$ cat src/rtl/uart_pkg.sv
// Shared types and constants for the UART transmit path: FSM states,
// frame configuration latched at frame load, and default bit divisors.
package uart_pkg;

  localparam int DATA_W       = 8;
  localparam int BAUD_W       = 13;
  localparam int DIV_SLOW_DEF = 5208;
  localparam int DIV_FAST_DEF = 434;

  typedef enum logic [2:0] {
    IDLE   = 3'd0,
    START  = 3'd1,
    DATA   = 3'd2,
    PARITY = 3'd3,
    STOP   = 3'd4
  } tx_state_e;

  typedef struct packed {
    logic parity_en;
    logic eight_bit;
    logic fast;
  } frame_cfg_t;

endpackage

$ cat src/rtl/uart_tx_fifo.sv
// Synchronous transmit FIFO; full/empty are registered from the next-state count.
module tx_fifo
  import uart_pkg::*;
#(
  parameter int DEPTH = 8
) (
  input  logic              clk,
  input  logic              rst,
  input  logic              push,
  input  logic              pop,
  input  logic [DATA_W-1:0] data_in,
  output logic [DATA_W-1:0] data_out,
  output logic              full,
  output logic              empty
);

  localparam int AW = $clog2(DEPTH);
  localparam int CW = AW + 1;

  logic [DATA_W-1:0] mem [DEPTH];
  logic [AW-1:0]     wr_ptr;
  logic [AW-1:0]     rd_ptr;
  logic [CW-1:0]     count;
  logic [CW-1:0]     count_n;
  logic              push_ok;
  logic              pop_ok;

  // A pop in the same cycle frees the slot, so a push while full is still accepted.
  assign pop_ok  = pop && !empty;
  assign push_ok = push && (!full || pop_ok);

  always_comb begin
    count_n = count;
    case ({push_ok, pop_ok})
      2'b10:   count_n = count + CW'(1);
      2'b01:   count_n = count - CW'(1);
      default: count_n = count;
    endcase
  end

  always_ff @(posedge clk) begin
    if (rst) begin
      wr_ptr <= '0;
      rd_ptr <= '0;
      count  <= '0;
      full   <= 1'b0;
      empty  <= 1'b1;
    end else begin
      if (push_ok) wr_ptr <= wr_ptr + AW'(1);
      if (pop_ok)  rd_ptr <= rd_ptr + AW'(1);
      count <= count_n;
      full  <= (count_n == CW'(DEPTH));
      empty <= (count_n == '0);
    end
  end

  always_ff @(posedge clk) begin
    if (push_ok) mem[wr_ptr] <= data_in;
  end

  assign data_out = mem[rd_ptr];

endmodule

$ cat src/rtl/uart_transmitter.sv
// UART transmitter: FIFO-buffered bytes serialised as start, 7/8 data bits
// LSB-first, optional even parity and one stop bit, with switch-selected baud.
module uart_transmitter
  import uart_pkg::*;
#(
  parameter int CLK_FREQ   = 50000000,
  parameter int DIV_SLOW   = (CLK_FREQ == 50000000) ? DIV_SLOW_DEF : CLK_FREQ / 9600,
  parameter int DIV_FAST   = (CLK_FREQ == 50000000) ? DIV_FAST_DEF : CLK_FREQ / 115200,
  parameter int FIFO_DEPTH = 8
) (
  input  logic              clk,
  input  logic              rst,
  input  logic [DATA_W-1:0] data_in,
  input  logic              write_enable,
  input  logic              SW0,
  input  logic              SW1,
  input  logic              SW2,
  output logic              Tx,
  output logic              busy,
  output logic              tx_done,
  output logic              full,
  output logic              empty,
  output logic              overrun_err,
  output tx_state_e         tx_state
);

  // Handshake: write_enable is a push with no ready; a byte offered while full
  // (and not freed by a same-cycle pop) is dropped and flagged on overrun_err.

  localparam logic [BAUD_W-1:0] SLOW_M1 = BAUD_W'(DIV_SLOW - 1);
  localparam logic [BAUD_W-1:0] FAST_M1 = BAUD_W'(DIV_FAST - 1);

  tx_state_e         state, state_n;
  logic [BAUD_W-1:0] cnt, cnt_n;
  logic [DATA_W-1:0] shift, shift_n;
  logic [2:0]        idx, idx_n;
  logic              par, par_n;
  frame_cfg_t        cfg, cfg_n;
  logic              pop;
  logic              load;
  logic              tx_n;
  logic              done_n;
  logic [DATA_W-1:0] fifo_dout;
  logic [BAUD_W-1:0] div_m1;
  logic              bit_end;
  logic              last_bit;

  tx_fifo #(.DEPTH(FIFO_DEPTH)) u_fifo (
    .clk      (clk),
    .rst      (rst),
    .push     (write_enable),
    .pop      (pop),
    .data_in  (data_in),
    .data_out (fifo_dout),
    .full     (full),
    .empty    (empty)
  );

  assign div_m1   = cfg.fast ? FAST_M1 : SLOW_M1;
  assign bit_end  = (cnt == div_m1);
  assign last_bit = (idx == (cfg.eight_bit ? 3'd7 : 3'd6));
  assign tx_state = state;

  // Tx is registered from the value belonging to the next state, so the line
  // changes on the same edge the FSM moves.
  always_comb begin
    state_n = state;
    cnt_n   = cnt;
    shift_n = shift;
    idx_n   = idx;
    par_n   = par;
    cfg_n   = cfg;
    tx_n    = Tx;
    load    = 1'b0;
    pop     = 1'b0;
    done_n  = 1'b0;

    case (state)
      IDLE: begin
        tx_n = 1'b1;
        if (!empty) load = 1'b1;
      end
      START: begin
        if (bit_end) begin
          cnt_n   = '0;
          idx_n   = '0;
          state_n = DATA;
          tx_n    = shift[0];
        end else begin
          cnt_n = cnt + BAUD_W'(1);
        end
      end
      DATA: begin
        if (bit_end) begin
          cnt_n   = '0;
          par_n   = par ^ shift[0];
          shift_n = shift >> 1;
          if (last_bit) begin
            state_n = cfg.parity_en ? PARITY : STOP;
            tx_n    = cfg.parity_en ? (par ^ shift[0]) : 1'b1;
          end else begin
            idx_n = idx + 3'd1;
            tx_n  = shift[1];
          end
        end else begin
          cnt_n = cnt + BAUD_W'(1);
        end
      end
      PARITY: begin
        if (bit_end) begin
          cnt_n   = '0;
          state_n = STOP;
          tx_n    = 1'b1;
        end else begin
          cnt_n = cnt + BAUD_W'(1);
        end
      end
      STOP: begin
        if (bit_end) begin
          cnt_n   = '0;
          state_n = IDLE;
          tx_n    = 1'b1;
          if (!empty) load = 1'b1;
        end else begin
          cnt_n = cnt + BAUD_W'(1);
        end
      end
      default: begin
        state_n = IDLE;
        tx_n    = 1'b1;
      end
    endcase

    // Frame load is shared by IDLE and the back-to-back path out of STOP.
    if (load) begin
      pop     = 1'b1;
      shift_n = fifo_dout;
      cfg_n   = '{parity_en: SW0, eight_bit: SW1, fast: SW2};
      cnt_n   = '0;
      idx_n   = '0;
      par_n   = 1'b0;
      state_n = START;
      tx_n    = 1'b0;
    end

    done_n = (state_n == STOP) && (cnt_n == div_m1);
  end

  always_ff @(posedge clk) begin
    if (rst) begin
      state       <= IDLE;
      cnt         <= '0;
      shift       <= '0;
      idx         <= '0;
      par         <= 1'b0;
      cfg         <= '0;
      Tx          <= 1'b1;
      busy        <= 1'b0;
      tx_done     <= 1'b0;
      overrun_err <= 1'b0;
    end else begin
      state       <= state_n;
      cnt         <= cnt_n;
      shift       <= shift_n;
      idx         <= idx_n;
      par         <= par_n;
      cfg         <= cfg_n;
      Tx          <= tx_n;
      busy        <= (state_n != IDLE);
      tx_done     <= done_n;
      overrun_err <= write_enable && full && !pop;
    end
  end

endmodule

$ cat config.mk
export PLATFORM = sky130hd
export DESIGN_NAME = uart_transmitter
export DESIGN_NICKNAME = d
export VERILOG_FILES = /design/src/rtl/uart_pkg.sv /design/src/rtl/uart_tx_fifo.sv /design/src/rtl/uart_transmitter.sv
export SDC_FILE = /design/constraint.sdc
export NUM_CORES = 1
export LEC_CHECK = 0
export BUFFER_PORTS_ARGS = -buffer_cell sky130_fd_sc_hd__buf_2
export CORE_ASPECT_RATIO = 0.75
export CORE_MARGIN = 5
export CORE_UTILIZATION = 25
export DETAILED_ROUTE_END_ITERATION = 7
export SYNTH_ARGS = -nofsm -noshare
export SYNTH_HDL_FRONTEND = slang
export SYNTH_HIERARCHICAL = 1
export SYNTH_SLANG_ARGS = --single-unit
$ cat constraint.sdc
create_clock -name clk -period 10.58 [get_ports clk]
set_clock_uncertainty 0.15 [all_clocks]
set_input_delay 0.529 -clock clk [delete_from_list [all_inputs] [get_ports clk]]
set_output_delay 0.529 -clock clk [all_outputs]
set_load 0.1 [all_outputs]
==> impl_metrics.json, run 1 <==
{
  "cts_buffers": 17,
  "min-delay-path-class": "in -> reg",
  "worstSetupPathType": "reg -> reg",
  "pwr-share-clk_pct": 42.8,
  "clkSinkCount": 114,
  "vias": 3225,
  "layout-drive-gt1-share_pct": 19.6,
  "coreArea_mm2": 0.0202,
  "synth-edff-count": 64,
  "critical_path_required_ns": 10.74,
  "multi_input_area_mm2": 0.00206,
  "maxCapViolCount": 0,
  "ctsResizeCount": 0,
  "cellPowerDensity_mw_per_mm2": 216,
  "post_drt_wl_per_cell_um": 15.2,
  "final_antenna_net_count": 0,
  "postCtsSetupBuffers": 0,
  "ys_ff_latch": 114,
  "seq_area_frac_synth_pct": 57.1,
  "clkTransAtPathRegs_ns": 0.06,
  "period_share_pct": 44.4,
  "antenna_found_initial": 1,
  "synth-async-reset-ratio_pct": 0,
  "fin_util_pct": 29.9,
  "io_pins": 23,
  "std_cell_rows": 45,
  "grt_pass1_wl_um": 17100,
  "worst-path-buf-inv": 1,
  "fin_crit_ns": 4.70,
  "relSlewSlack_pct": 29.9,
  "cts_max_path_buffers": 2,
  "synth_nets": 422,
  "die_w_um": 175,
  "grt_overflow": 0,
  "slowest_stage": "and2_1",
  "n_antenna_cell": 0,
  "final_common_cell": "edfxtp_1",
  "routed_wl_um": 10600,
  "worstSetupEndpointType": "flop",
  "netlist_area_mm2": 0.00512,
  "tritoncts": "done",
  "slowest_delay_ns": 0.66,
  "clock.fmax_mhz": 213,
  "synth_warnings": 6,
  "worst_pin_slew_ns": 1.05,
  "combPwrFrac_pct": 16.3,
  "drtIter0Drc": 229,
  "swShare_pct": 28.6,
  "synth.distinct_cells": 65,
  "first_pass_iters": 4,
  "avgViaCountPerCell": 4.63,
  "worstPathArrival_ns": 4.86,
  "grt_max_degree": 35,
  "place_inst": 664,
  "gp_congestion": 0.838,
  "dp_hpwl_um": 7080,
  "synthCells": 401,
  "clockRootBuffer": "clkbuf_16",
  "internal_power_w": 0.000932,
  "nFillCells": 2037,
  "hold_viol_final": 0,
  "ff_latch_area_mm2": 0.00292,
  "design.die.area_mm2": 0.0235,
  "synth.avg_cell_area_um2": 12.8,
  "area_growth_pct": 17.9,
  "ctsHoldBuffers": 0,
  "die_y_um": 134,
  "drv_slew": 0,
  "layout_common_cells": "64 x edfxtp_1, 50 x dfxtp_1, 44 x nor2_1",
  "place.port_buffers": 22,
  "setup_tns_ns": 0,
  "setup_viol": 0,
  "stdcell_count": 696,
  "grt_pass1_vias": 3251,
  "cp_cell_sequence": "nor4bb_1 -> o211ai_1 -> o21ai_1 -> and2_1 -> nor2b_1 -> o21a_1 -> inv_1 -> ha_1 -> xor2_1 -> ha_1 -> a21oi_1 -> xor2_1 -> nor2_1 -> xnor2_1 -> nor4bb_1",
  "start_kind": "flop",
  "clk_latency_ns": 0.41,
  "leakage_nw": 2.04,
  "drc": 0,
  "track_usage_pct": 9.34,
  "power_frac_seq_pct": 40.9,
  "p_switching_w": 0.000374,
  "critPathMaxFanout": 19,
  "htreeDepth": 4,
  "start_util_pct": 25.3,
  "rsz0062_at_grt": "no",
  "vdd_drop_max_mv": 0.0954,
  "nets": 446,
  "outcome": "complete, no violations",
  "synthFlopType": "edfxtp_1",
  "critPathTopFamily": "simple AND/OR/NAND/NOR gates"
}
## state kept, by name (all words and copies together), names as in the netlist, 3 cells and up, named ones only
name           cells
cfg                3
cnt               13
idx                3
shift              8
tx_state           3
u_fifo/count       4
u_fifo/mem        64
u_fifo/rd_ptr      3
u_fifo/wr_ptr      3
## kinds of logic (layout without fill, tap and decap cells)
family          count (synthesis)  after routing  synth area share (%)
simple gates                  147            147                  15.3
flops                         114            114                  57.1
compound gates                 49             49                  6.72
mux                            36             36                  12.3
xor+xnor                       24             24                  4.11
buf+inv                        24             61                  2.79
fa+ha+maj                       7              7                  1.71
## power by group through the flow
stage	sequential, W	clock, W	combinational, W
3_5_place_dp	0.000543	0	0.000214
2_1_floorplan	0.000562	0	0.000148
4_1_cts	0.000534	0.000571	0.000215
3_3_place_gp	0.000540	0	0.000209
6_report	0.000534	0.000559	0.000213
5_1_grt	0.000538	0.000591	0.000234
## worst min-delay path, cell delays in order
cell     delay, ns
buf_2         0.08
mux2i_1       0.06
nor2_1        0.07
## synth_stat cells (all sizes together) (9+ instances only)
cell type	n	area, um2
mux2i	9	90.1
nand3	15	75.1
xnor2	12	105
clkbuf	9	43.8
mux2	11	124
xor2	12	105
nand2	26	97.6
dfxtp	50	1000
nor2b	9	56.3
nor3	10	50.1
buf	9	68.8
a21oi	18	90.1
mux4	16	417
nor2	45	171
edfxtp	64	1920
## per-stage QoR
step / hold WS (ns) / setup slack, ns / cell area, um2 / power [W]
CTS: 0.204 / 5.87 / 6040 / 0.00132
detailed placement: 0.299 / 5.89 / 5450 / 0.000756
global route: 0.224 / 5.48 / 6040 / 0.00136
global placement: 0.294 / 6.20 / 5450 / 0.000749
finish: 0.219 / 5.88 / 6040 / 0.00131
floorplan: 0.283 / 6.41 / 5120 / 0.000710
## area by class of cell
class | count | area share [%]
Clock buffer | 18 | 7.11
Inverter | 5 | 0.311
Timing Repair Buffer | 24 | 2.07
Clock inverter | 14 | 2.57
Tap cell | 258 | 5.35
Multi-Input combinational cell | 263 | 34.2
Sequential cell | 114 | 48.4
## routing by layer
layer,wire length (um),vias up,track usage [%]
li1,-,1553,-
met1,5060,1591,12.2
met2,4910,72,14.7
met3,538,7,3.18
met4,59,2,3.05
met5,13,-,0
## path summary, 6_finish.rpt
path / start / to / slack [ns] / cells after the start
worst max register to register: cfg[0] / u_fifo/full / 5.88 / 15
worst min-delay path: SW1 / cfg[1] / 0.22 / 3
worst min register to register: shift[2] / shift[2] / 0.30 / 2
worst max-delay path: cfg[0] / u_fifo/full / 5.88 / 15
(Power assumes the default switching activity.)
==> run 2: changes to the inputs <==
Clock period 10.58 ns to 4.4 ns, I/O delays scaled along.
==> impl_metrics.json, run 2 (synthesized netlist as in run 1, its figures left out) <==
{
  "clkSinkCount": 114,
  "maxCapViolCount": 0,
  "drv_slew": 0,
  "grt_max_degree": 35,
  "grt_overflow": 0,
  "grt_pass1_vias": 3303,
  "critPathMaxFanout": 7,
  "dp_hpwl_um": 6900,
  "top_register": "u_fifo/mem",
  "drc": 0,
  "cts_buffers": 17,
  "tritoncts": "done",
  "leakage_nw": 2.13,
  "place_area_mm2": 0.00549,
  "use_met1_pct": 13.0,
  "largest_reg_flops": 64,
  "top_regs": "u_fifo/mem x64, cnt x13, shift x8",
  "htreeDepth": 4,
  "min_to": "tx_state[0]",
  "worst_r2r_path_depth": 16,
  "vias": 3281,
  "worstSetupPathType": "reg -> reg",
  "hold_viol_final": 0,
  "fin_area_mm2": 0.00623,
  "first_pass_iters": 4,
  "relSlewSlack_pct": 33.2,
  "die_y_um": 134,
  "min_path_cells": 2,
  "std_cell_rows": 45,
  "gp_congestion": 0.871,
  "drtIter0Drc": 293,
  "final_common_cell": "edfxtp_1",
  "grt_pass1_wl_um": 17600,
  "start_kind": "flop",
  "io_pins": 23,
  "layout_common_cells": "64 x edfxtp_1, 50 x dfxtp_1, 44 x nor2_1",
  "grt_util_met3_pct": 2.90,
  "clock.fmax_mhz": 253,
  "start_util_pct": 25.3,
  "clk_latency_ns": 0.41,
  "n_antenna_cell": 0,
  "cts_max_path_buffers": 2,
  "worstPathArrival_ns": 4.11,
  "postCtsSetupBuffers": 0,
  "final_antenna_net_count": 0,
  "place.port_buffers": 22,
  "worstSetupEndpointType": "flop",
  "routed_wl_um": 10700,
  "outcome": "complete, no violations",
  "clkTransAtPathRegs_ns": 0.05,
  "rsz0062_at_grt": "no",
  "coreArea_mm2": 0.0202,
  "top_usage_layer": "met2",
  "grtUsageMet2_pct": 15.0,
  "antenna_found_initial": 0,
  "r2r-end": "u_fifo/full",
  "worst-r2r-setup-slack_ns": 0.44,
  "track_usage_pct": 9.62,
  "hp-start": "rst",
  "layout-drive-gt1-share_pct": 19.5,
  "min-delay-path-class": "in -> reg",
  "cellPowerDensity_mw_per_mm2": 521,
  "setup_viol": 0,
  "nets": 464,
  "stdcell_count": 714,
  "place_inst": 670,
  "fin_crit_ns": 3.96,
  "setup_tns_ns": 0,
  "critical_path_required_ns": 4.55,
  "period_share_pct": 89.9,
  "design.die.area_mm2": 0.0235,
  "worst_pin_slew_ns": 1.00,
  "die_w_um": 175,
  "avgViaCountPerCell": 4.60,
  "timing.rr.start": "cfg[0]",
  "nFillCells": 2015,
  "post_drt_wl_per_cell_um": 15.0,
  "vdd_drop_max_mv": 0.243,
  "area_growth_pct": 21.7,
  "clockRootBuffer": "clkbuf_16"
}
## run 2: cell count changes in the layout (fill, tap and decap cells not counted), sizes merged
| cell | previous run | this run |
|---|---|---|
| buf | 24 | 30 |
| bufinv | 2 | 4 |
| clkbuf | 18 | 19 |
| clkinv | 6 | 5 |
| clkinvlp | 2 | 4 |
| dlygate4sd3 | 0 | 12 |
| inv | 9 | 5 |
## run 2: timing repair
action	in CTS	in global routing
hold endpoints to repair	68	0
gates resized for setup	0	0
hold buffers	12	0
## run 2: area by class of cell
cell class                      instances  area (um2)  share of cell area (%)
Multi-Input combinational cell        263        2050                    33.0
Inverter                                5        18.8                   0.301
Tap cell                              258         323                    5.18
Timing Repair Buffer                   42         290                    4.66
Clock buffer                           19         433                    6.95
Sequential cell                       114        2920                    46.9
Clock inverter                         13         186                    2.99
## run 2: through the flow
stage / utilization (%) / setup slack, ns / power (W) / hold slack [ns]
4_1_cts: 30.8 / 0.455 / 0.00328 / 0.164
3_5_place_dp: 27.2 / 0.477 / 0.00183 / 0.304
6_report: 30.8 / 0.445 / 0.00325 / 0.166
2_1_floorplan: - / 0.232 / 0.00171 / 0.146
3_3_place_gp: 27.2 / 0.681 / 0.00181 / 0.294
5_1_grt: 30.8 / 0.0321 / 0.00339 / 0.196
## run 2: worst max-delay path by stage
stage               cells past startpoint        start  slack (ns)           to
CTS                                    16       cfg[0]        0.45  u_fifo/full
detailed placement                     16       cfg[0]        0.48  u_fifo/full
global route                           16       cnt[4]        0.03  u_fifo/full
global placement                       16       cnt[3]        0.68  u_fifo/full
finish                                 16       cfg[0]        0.44  u_fifo/full
floorplan                              17  tx_state[2]        0.23  u_fifo/full
## run 2: worst max-delay path: stages (launching register included)
cell and delay (ns):
dfxtp_1 0.43, nor4bb_1 0.33, o211ai_1 0.31, o21ai_1 0.29, and2_1 0.17, nor2b_1 0.14
buf_4 0.16, o21a_1 0.20, inv_1 0.11, ha_1 0.29, xor2_1 0.19, ha_1 0.18
a21oi_1 0.14, xor2_1 0.15, nor2_1 0.06, xnor2_1 0.22, nor4bb_1 0.33
## run 2: routing by layer
metal  vias up  share of wire (%)
li1       1589                  -
met1      1612                 47
met2        71                 46
met3         9                5.5
met4         0               0.87
met5         -                  0
## run 2: where the power goes
| group | internal [W] | switching, W | leakage, nW |
|---|---|---|---|
| Sequential | 0.00120 | 0.0000818 | 0.988 |
| Clock | 0.000946 | 0.000487 | 0.289 |
| Combinational | 0.000219 | 0.000315 | 0.849 |
| Total | 0.00236 | 0.000883 | 2.13 |
